<file path="src/rtl/iter_alu.sv">
// Iterative ALU: single-cycle logic/add ops plus a WIDTH-cycle shift-add multiplier.
// Optional macro ITER_ALU_MLA_EN makes op 111 a multiply-accumulate (AIn*BIn+AccIn).
module iter_alu #(
  parameter int unsigned WIDTH = 32
) (
  input  logic             clk,
  input  logic             reset,
  input  logic             InValid,
  output logic             InReady,
  input  logic [WIDTH-1:0] AIn,
  input  logic [WIDTH-1:0] BIn,
  input  logic [WIDTH-1:0] AccIn,
  input  logic [2:0]       ALUOperation,
  input  logic             InvertB,
  input  logic             ALUCarry,
  input  logic             ShCarryIn,
  input  logic [1:0]       CVUpdate,
  input  logic [3:0]       PrevFlags,
  output logic             OutValid,
  input  logic             OutReady,
  output logic [WIDTH-1:0] Result,
  output logic [3:0]       Flags
);

  localparam int unsigned CW = $clog2(WIDTH);

  typedef enum logic [1:0] {IDLE, MULT, HOLD} state_t;

  state_t           state_q, state_d;
  logic [WIDTH-1:0] acc_q, acc_d, mcand_q, mcand_d, mplier_q, mplier_d;
  logic [CW-1:0]    cnt_q, cnt_d;
  logic [1:0]       cv_q, cv_d;
  logic [WIDTH-1:0] result_d;
  logic [3:0]       flags_d;
  logic             valid_d;

  logic             accept;
  logic [WIDTH-1:0] cb, alu_res, acc_init, acc_step;
  logic [WIDTH:0]   sum;
  logic             c_flag, v_flag;

  assign InReady  = (state_q == IDLE) && (!OutValid || OutReady);
  assign accept   = InValid && InReady;
  assign cb       = InvertB ? ~BIn : BIn;
  assign sum      = {1'b0, AIn} + {1'b0, cb} + {{WIDTH{1'b0}}, ALUCarry};
  assign acc_step = mplier_q[0] ? acc_q + mcand_q : acc_q;

`ifdef ITER_ALU_MLA_EN
  assign acc_init = ALUOperation[0] ? AccIn : '0;
`else
  logic unused_acc_in;
  assign acc_init      = '0;
  assign unused_acc_in = ^AccIn;
`endif

  // N/Z of the previous flags are never forwarded; only C/V may pass through.
  logic unused_prev_nz;
  assign unused_prev_nz = ^PrevFlags[3:2];

  always_comb begin
    alu_res = '0;
    case (ALUOperation)
      3'b000:  alu_res = AIn & cb;
      3'b001:  alu_res = AIn ^ cb;
      3'b010:  alu_res = sum[WIDTH-1:0];
      3'b011:  alu_res = AIn | cb;
      3'b100:  alu_res = cb;
      3'b101:  alu_res = {cb[WIDTH-1:1], 1'b0};
      default: alu_res = '0;
    endcase
  end

  // Overflow is formed against the raw BIn, so the caller picks add or subtract form.
  always_comb begin
    c_flag = PrevFlags[1];
    v_flag = PrevFlags[0];
    case (CVUpdate)
      2'b00: begin
        c_flag = ShCarryIn;
        v_flag = PrevFlags[0];
      end
      2'b01: begin
        c_flag = sum[WIDTH];
        v_flag = (AIn[WIDTH-1] ^ BIn[WIDTH-1]) & (AIn[WIDTH-1] ^ sum[WIDTH-1]);
      end
      2'b10: begin
        c_flag = sum[WIDTH];
        v_flag = ~(AIn[WIDTH-1] ^ BIn[WIDTH-1]) & (AIn[WIDTH-1] ^ sum[WIDTH-1]);
      end
      default: begin
        c_flag = PrevFlags[1];
        v_flag = PrevFlags[0];
      end
    endcase
  end

  always_comb begin
    state_d  = state_q;
    acc_d    = acc_q;
    mcand_d  = mcand_q;
    mplier_d = mplier_q;
    cnt_d    = cnt_q;
    cv_d     = cv_q;
    result_d = Result;
    flags_d  = Flags;
    valid_d  = OutValid;
    case (state_q)
      IDLE: begin
        if (OutValid && OutReady) valid_d = 1'b0;
        if (accept) begin
          if (ALUOperation[2:1] == 2'b11) begin
            state_d  = MULT;
            acc_d    = acc_init;
            mcand_d  = AIn;
            mplier_d = BIn;
            cnt_d    = '0;
            cv_d     = PrevFlags[1:0];
            valid_d  = 1'b0;
          end else begin
            result_d = alu_res;
            flags_d  = {alu_res[WIDTH-1], alu_res == '0, c_flag, v_flag};
            valid_d  = 1'b1;
          end
        end else if (OutValid && !OutReady) begin
          state_d = HOLD;
        end
      end
      MULT: begin
        acc_d    = acc_step;
        mcand_d  = mcand_q << 1;
        mplier_d = mplier_q >> 1;
        cnt_d    = cnt_q + CW'(1);
        // The final step's sum is registered straight into Result to keep latency at WIDTH+1.
        if (cnt_q == CW'(WIDTH - 1)) begin
          state_d  = HOLD;
          result_d = acc_step;
          flags_d  = {acc_step[WIDTH-1], acc_step == '0, cv_q};
          valid_d  = 1'b1;
        end
      end
      HOLD: begin
        if (OutReady) begin
          valid_d = 1'b0;
          state_d = IDLE;
        end
      end
      default: state_d = IDLE;
    endcase
  end

  always_ff @(posedge clk or posedge reset) begin
    if (reset) begin
      state_q  <= IDLE;
      acc_q    <= '0;
      mcand_q  <= '0;
      mplier_q <= '0;
      cnt_q    <= '0;
      cv_q     <= '0;
      Result   <= '0;
      Flags    <= '0;
      OutValid <= 1'b0;
    end else begin
      state_q  <= state_d;
      acc_q    <= acc_d;
      mcand_q  <= mcand_d;
      mplier_q <= mplier_d;
      cnt_q    <= cnt_d;
      cv_q     <= cv_d;
      Result   <= result_d;
      Flags    <= flags_d;
      OutValid <= valid_d;
    end
  end

endmodule

</file>
<file path="config.mk">
export PLATFORM = sky130hd
export DESIGN_NAME = iter_alu
export DESIGN_NICKNAME = d
export VERILOG_FILES = /design/src/rtl/iter_alu.sv
export SDC_FILE = /design/constraint.sdc
export NUM_CORES = 1
export LEC_CHECK = 0
export ABC_AREA = 1
export CORE_ASPECT_RATIO = 1.1
export CORE_MARGIN = 2
export CORE_UTILIZATION = 40
export DETAILED_ROUTE_END_ITERATION = 10
export PLACE_DENSITY = 0.56
export SETUP_SLACK_MARGIN = 0.1
export SYNTH_ARGS = -nofsm -noshare
export SYNTH_HDL_FRONTEND = slang
export SYNTH_SLANG_ARGS = --single-unit
</file>
<file path="constraint.sdc">
create_clock -name clk -period 5 [get_ports clk]
set_input_delay 0.5 -clock clk [delete_from_list [all_inputs] [get_ports clk]]
set_output_delay 0.5 -clock clk [all_outputs]
set_load 0.01 [all_outputs]
</file>
After elaboration in Yosys (flattened, before gate mapping)
Index checks and enable logic that the tools add are counted.

storage, ports and cells
  logic and storage cells = 98
  input port bits = 112
  flip-flop bits (word level) = 142
  output and inout port bits = 38

operators by class
  reduce and logical (&&, ||, !) cells = 20
  bitwise gates (word level) = 9
  $add $sub $neg = 4
  muxes and demuxes = 37
  eq/ne operators = 19

operators by type and width
  kind                                                                     number
  32-bit two-way mux                                                       11
  32-bit one-hot mux with 2 select lines                                   4
  32-bit one-hot mux with 6 select lines                                   1
  32-bit logical NOT                                                       2
  32-bit by 32-bit adder with 33-bit output                                1
  33-bit by 1-bit adder with 33-bit output                                 1
  32-bit adder                                                             1
  32-bit bitwise AND                                                       1
  32-bit inverter                                                          1
  32-bit bitwise OR                                                        1
  32-bit bitwise XOR                                                       1
  4-bit two-way mux                                                        3
  4-bit AND reduction                                                      3
  2-bit two-way mux                                                        5
  5-bit two-way mux                                                        2
  5-bit one-hot mux with 2 select lines                                    1
  3-bit by 2-bit inequality test with 1-bit output, second input constant  3
  2-bit inequality test, second input constant                             4
  4-bit one-hot mux with 2 select lines                                    1
  2-bit equality test, second input constant                               3
  3-bit by 2-bit equality test with 1-bit output, second input constant    2
  3-bit equality test, second input constant                               2
  2-bit one-hot mux with 3 select lines                                    1
  3-bit AND reduction                                                      2
  other kinds (19)                                                         32

Longest topological paths before layout
  depth in word-level cells = 10
  gate-level depth with buffers = 27
  depth with buffers taken out = 25

Worst setup path before layout
Ideal clock, no wire load.

  kind = in2reg
  start = input port InvertB
  end = register Flags[2]
  slack = 1.912 ns
  stages = 23
  library setup time = 0.066 ns
  buffers on the path = 1
  data required time = 4.934 ns
  data arrival time = 3.022 ns
  cell sequence = buf_4 > or2_1 > nand2_1 > inv_1 > fa_1 > fa_1 > nand3_1 > nand3_2 > nand2_1 > nand2_1 > nand2_1 > nand2_2 > nand2_1 > nand3_1 > nand3_1 > nand2_1 > nor2_1 > nand2_1 > nor2_1 > nand3_1 > nand2_1 > nand2_1 > nand2_1

between the ends
  longest elaborated chain between the ends = 8
  elaborated cells on any way between the ends = 11
  those cells by class = add/sub (2); mux (5); bitwise (3); reduce/logical (1)

RTL lines
  element                                    RTL line  text
  from (decl)                                14        input logic InvertB,
  32-bit two-way mux *                       44        assign cb = InvertB ? ~BIn : BIn;
  32-bit by 32-bit adder with 33-bit output  45        assign sum = {1'b0, AIn} + {1'b0, cb} + {{WIDTH{1'b0}}, ALUCarry};
  33-bit by 1-bit adder with 33-bit output   45
  32-bit one-hot mux with 6 select lines *   62        case (ALUOperation)
  32-bit logical NOT *                       121       flags_d = {alu_res[WIDTH-1], alu_res == '0, c_flag, v_flag};
  4-bit two-way mux *                        111       if (ALUOperation[2:1] == 2'b11) begin
  4-bit two-way mux *                        110       if (accept) begin
  4-bit one-hot mux with 2 select lines *    107       case (state_q)
  to (signal assigned)                       170       Flags <= flags_d;
  to (decl)                                  22        output logic [3:0] Flags

Mark *: on every way between the ends. The rest lies on a longest branch, timed or not. The select of a mux whose other input is x is not followed.
A chain may end at the register's enable or synchronous reset.

Worst setup path in the final report
  start = input port BIn[0]
  end = register Flags[2]

between the ends
  longest elaborated chain between the ends = 9
  elaborated cells on any way between the ends = 12
  those cells by class = add/sub (2); mux (5); bitwise (4); reduce/logical (1)

RTL lines
  element                                    RTL line  text
  from (decl)                                11        input logic [WIDTH-1:0] BIn,
  32-bit inverter                            44
  32-bit two-way mux *                       44
  32-bit by 32-bit adder with 33-bit output  45
  33-bit by 1-bit adder with 33-bit output   45
  32-bit one-hot mux with 6 select lines *   62
  32-bit logical NOT *                       121
  4-bit two-way mux *                        111
  4-bit two-way mux *                        110
  4-bit one-hot mux with 2 select lines *    107

Marked as above.

==> metrics.md <==
| Metric | Value |
|---|---|
| GP Congestion | `0.937` |
| Peak supply drop | `0.000188 V` |
| Post-synth ARST share | `100%` |
| CP dominant cell by count | `nand2_1` |
| GRT overflow | `0` |
| Synth Area in XOR/XNOR | `2.98%` |
| Largest family of logic cells by synthesized area | `simple AND/OR/NAND/NOR gates` |
| Initial antenna violation count | `0` |
| Slew HR | `45.0%` |
| Gr usage total | `25.8%` |
| Mapped Area | `13,700 µm²` |
| CP Data Arrival Time | `3.90 ns` |
| Pwr dens | `506 nW/µm²` |
| Crit end category | `flip-flop` |
| Setup TNS | `0 ns` |
| H-tree lvl count | `4` |
| Number of distinct library cells after synthesis | `47` |
| Max Fanout on Critical Path | `4` |
| Leading cell type in the layout, fill and taps excluded | `nand2_1` |
| Cells after Synth | `2,206` |
| Max Cap Viol | `0` |
| Clk buf depth | `2` |
| Switching Fraction | `49.7%` |
| RSZ-0062 raised after global routing | `false` |
| Mean instance size in the synthesized netlist | `6.23 µm²` |
| Fin. Hold Viols | `0` |
| CTS Root Cell | `clkbuf_16` |
| Critical Path RT | `5.33 ns` |
| Worst Tran Pin Value | `0.825 ns` |
| Clk pwr share | `15.9%` |
| Met1 wire length | `21.8 mm` |
| Post-Synth Adder-Cell Area | `9.81%` |
| Initial DRC count | `850` |
| Clk sinks | `141` |
| Fin nets | `2,498` |
| Reg power frac | `25.1%` |
| Top_reg_cell synth | `dfrtp_1` |
| Count of pins over their slew limit | `0` |
| Final Cell Area | `15,800 µm²` |
| Synthesized flop and latch total | `141` |
| Fmax | `280 MHz` |
| ANT cells | `0` |
| Final wirelength | `45.8 mm` |
| Met2 wire length | `21.2 mm` |
| Io pins | `150` |
| Remaining DRCs | `0` |
| CTS tree | `built` |
| CP Class | `primary input to flip-flop` |
| Worst Hold Class | `flip-flop to flip-flop` |
| Syn. warnings | `0` |
| Mux cell area share after synthesis | `0%` |
| Average wire per standard cell | `16.8 µm` |
| DP Worst Slack | `0.997 ns` |
| CP Cell Sequence | `clkdlybuf4s50_1 > or2_1 > nand2_1 > inv_1 > fa_1 > fa_1 > nand3_1 > nand3_2 > nand2_1 > nand2_1 > nand2_1 > nand2_1 > o21ai_0 > nor2_1 > nand3_1 > nor2_1 > nand3_1 > nor2_1 > nand3_1 > nand2_1 > nand2_1 > nand2_1` |
| CTS Hold Buffers Added | `0` |
| Int Pwr | `4.01 mW` |
| CP peak stage delay | `0.45 ns` |
| Setup bufs post-CTS | `0` |
| DP Area | `15,200 µm²` |
| Compound-Gate Fraction of Synth Area | `14.7%` |
| Most frequent cells in the layout | `nand2_1 (720), inv_1 (359), nor2_1 (197)` |
| Synthesized Nets | `2,424` |
| Wire length on met3 | `1.69 mm` |
| Slowest CP cell | `fa_1` |
| Lkg Pwr | `8.19 nW` |
| Drt first pass iters | `5` |
| Clock buffer count from CTS | `17` |
| Die X | `181 µm` |
| Setup ws final | `1.42 ns` |
| Crit share post-route | `71.5%` |
| Core Area | `34,000 µm²` |
| Worst-path clk slew | `0.07 ns` |
| Worst hold slack | `0.474 ns` |
| Hpwl dp | `36.4 mm` |
| Post-synth EDFFs | `0` |
| Startpoint Class | `primary input` |
| Row Count | `71` |
| Count of input and output buffers | `115` |
| Clock Skew | `0.0126 ns` |
| Buf+Inv Stages, Crit Path | `2` |
| Clk Latency, worst-skew pair | `0.44 ns` |
| Global-route wire length before repair | `72.5 mm` |
| Syn-to-layout area delta | `14.7%` |
| Comb power frac | `59.1%` |
| CP delay by family, top | `simple AND/OR/NAND/NOR gates` |
| # setup viols final | `0` |
| DRT antenna net count | `0` |
| Seq/Total Area, Yosys | `25.7%` |
| Outcome | `complete, no violations` |
| Starting Density | `40.4%` |
| Die footprint | `35,900 µm²` |
| Vias/cell | `5.14` |
| Util after Layout | `46.4%` |
| NetSw | `3.96 mW` |
| Share of layout cells above drive strength 1 | `4.88%` |
| Crit path time final | `3.58 ns` |
| Inst Count DP | `2,699` |
| Cell Count, Final, Fillers Out | `2,731` |
| Via count | `14.0k` |
| # resized after CTS | `0` |
| Simple logic cell fraction of the synthesized area | `33.9%` |
| Die height | `198 µm` |
| Final Power | `7.97 mW` |
| Top Layer Used | `met4` |
| Largest net degree at the start of global routing | `83` |
| Vias in the first global route | `13.3k` |
[worst paths after layout]
path	startpoint	end	slack [ns]	depth (start not counted)
min in group asynchronous	reset	Result[2]$_DFFE_PP0P_	0.58	2
min reg2reg	cv_q[1]$_DFFE_PP0P_	cv_q[1]$_DFFE_PP0P_	0.47	2
max	BIn[0]	Flags[2]$_DFFE_PP0P_	1.42	22
max reg2reg	state_q[1]$_DFFE_PP0P_	Result[23]$_DFFE_PP0P_	1.87	8
max in group asynchronous	reset	mplier_q[31]$_DFFE_PP0P_	3.48	3
min	cv_q[1]$_DFFE_PP0P_	cv_q[1]$_DFFE_PP0P_	0.47	2
[power groups by stage]
stage	Combinational (mW)	Clock, mW	Sequential (mW)
after global routing	5.37	1.34	2.06
final	4.71	1.26	2.00
after floorplan	3.27	0	1.95
after CTS	4.72	1.28	2.00
after global placement	4.64	0	2.01
after detailed placement	4.69	0	2.02
[logic make-up after synthesis]
family | after synthesis
adders and majority gates | 106
buffers and inverters | 446
DFF | 141
and+or+nand+nor | 1138
AOI/OAI and AO/OA | 336
xor gates and xnor gates | 39
[sequential cells by signal (all words and copies together), names as in the netlist]
name	cells
state_q	2
cv_q	2
acc_q	32
OutValid	1
mplier_q	32
mcand_q	32
Result	32
cnt_q	5
Flags	3
[synth_stat cells, drive strengths merged, types with 3 or more instances]
cell type | instances | share of area (%)
dfrtp | 141 | 26
inv | 370 | 10
and2 | 6 | 0.27
o22ai | 36 | 1.6
fa | 3 | 0.44
or2 | 11 | 0.50
xnor2 | 33 | 2.6
a21oi | 81 | 3.0
nor3 | 14 | 0.51
nor2 | 208 | 5.9
nand3b | 3 | 0.16
buf | 38 | 1.8
o211ai | 36 | 2.0
ha | 103 | 9.4
nand3 | 142 | 5.3
clkbuf | 36 | 0.98
o21ai | 106 | 3.9
a221oi | 16 | 1.3
xor2 | 6 | 0.38
nand2 | 731 | 20
o21bai | 3 | 0.16
a31oi | 50 | 2.3
nand4 | 21 | 0.96
[metal layers]
metal	track usage, %	vias up
met5	0	-
met2	43.1	333
li1	-	7171
met3	2.45	61
met1	35.7	6477
met4	7.20	0
[worst min-delay path, cell delays in order, from the launching register on]
cell and delay [ns]:
dfrtp_1 0.35, nand2_1 0.05, nand2_1 0.04
[final cells by class]
cell class                 instances  area [µm²]
clock buffer                      18         439
timing repair buffer             129        1250
tap                              438         548
clock inverter                    14         126
inverter                         372        1400
fill                            3628       18300
sequential                       141        3530
multi-input combinational       1619        8480
(Power assumes the default switching activity.)
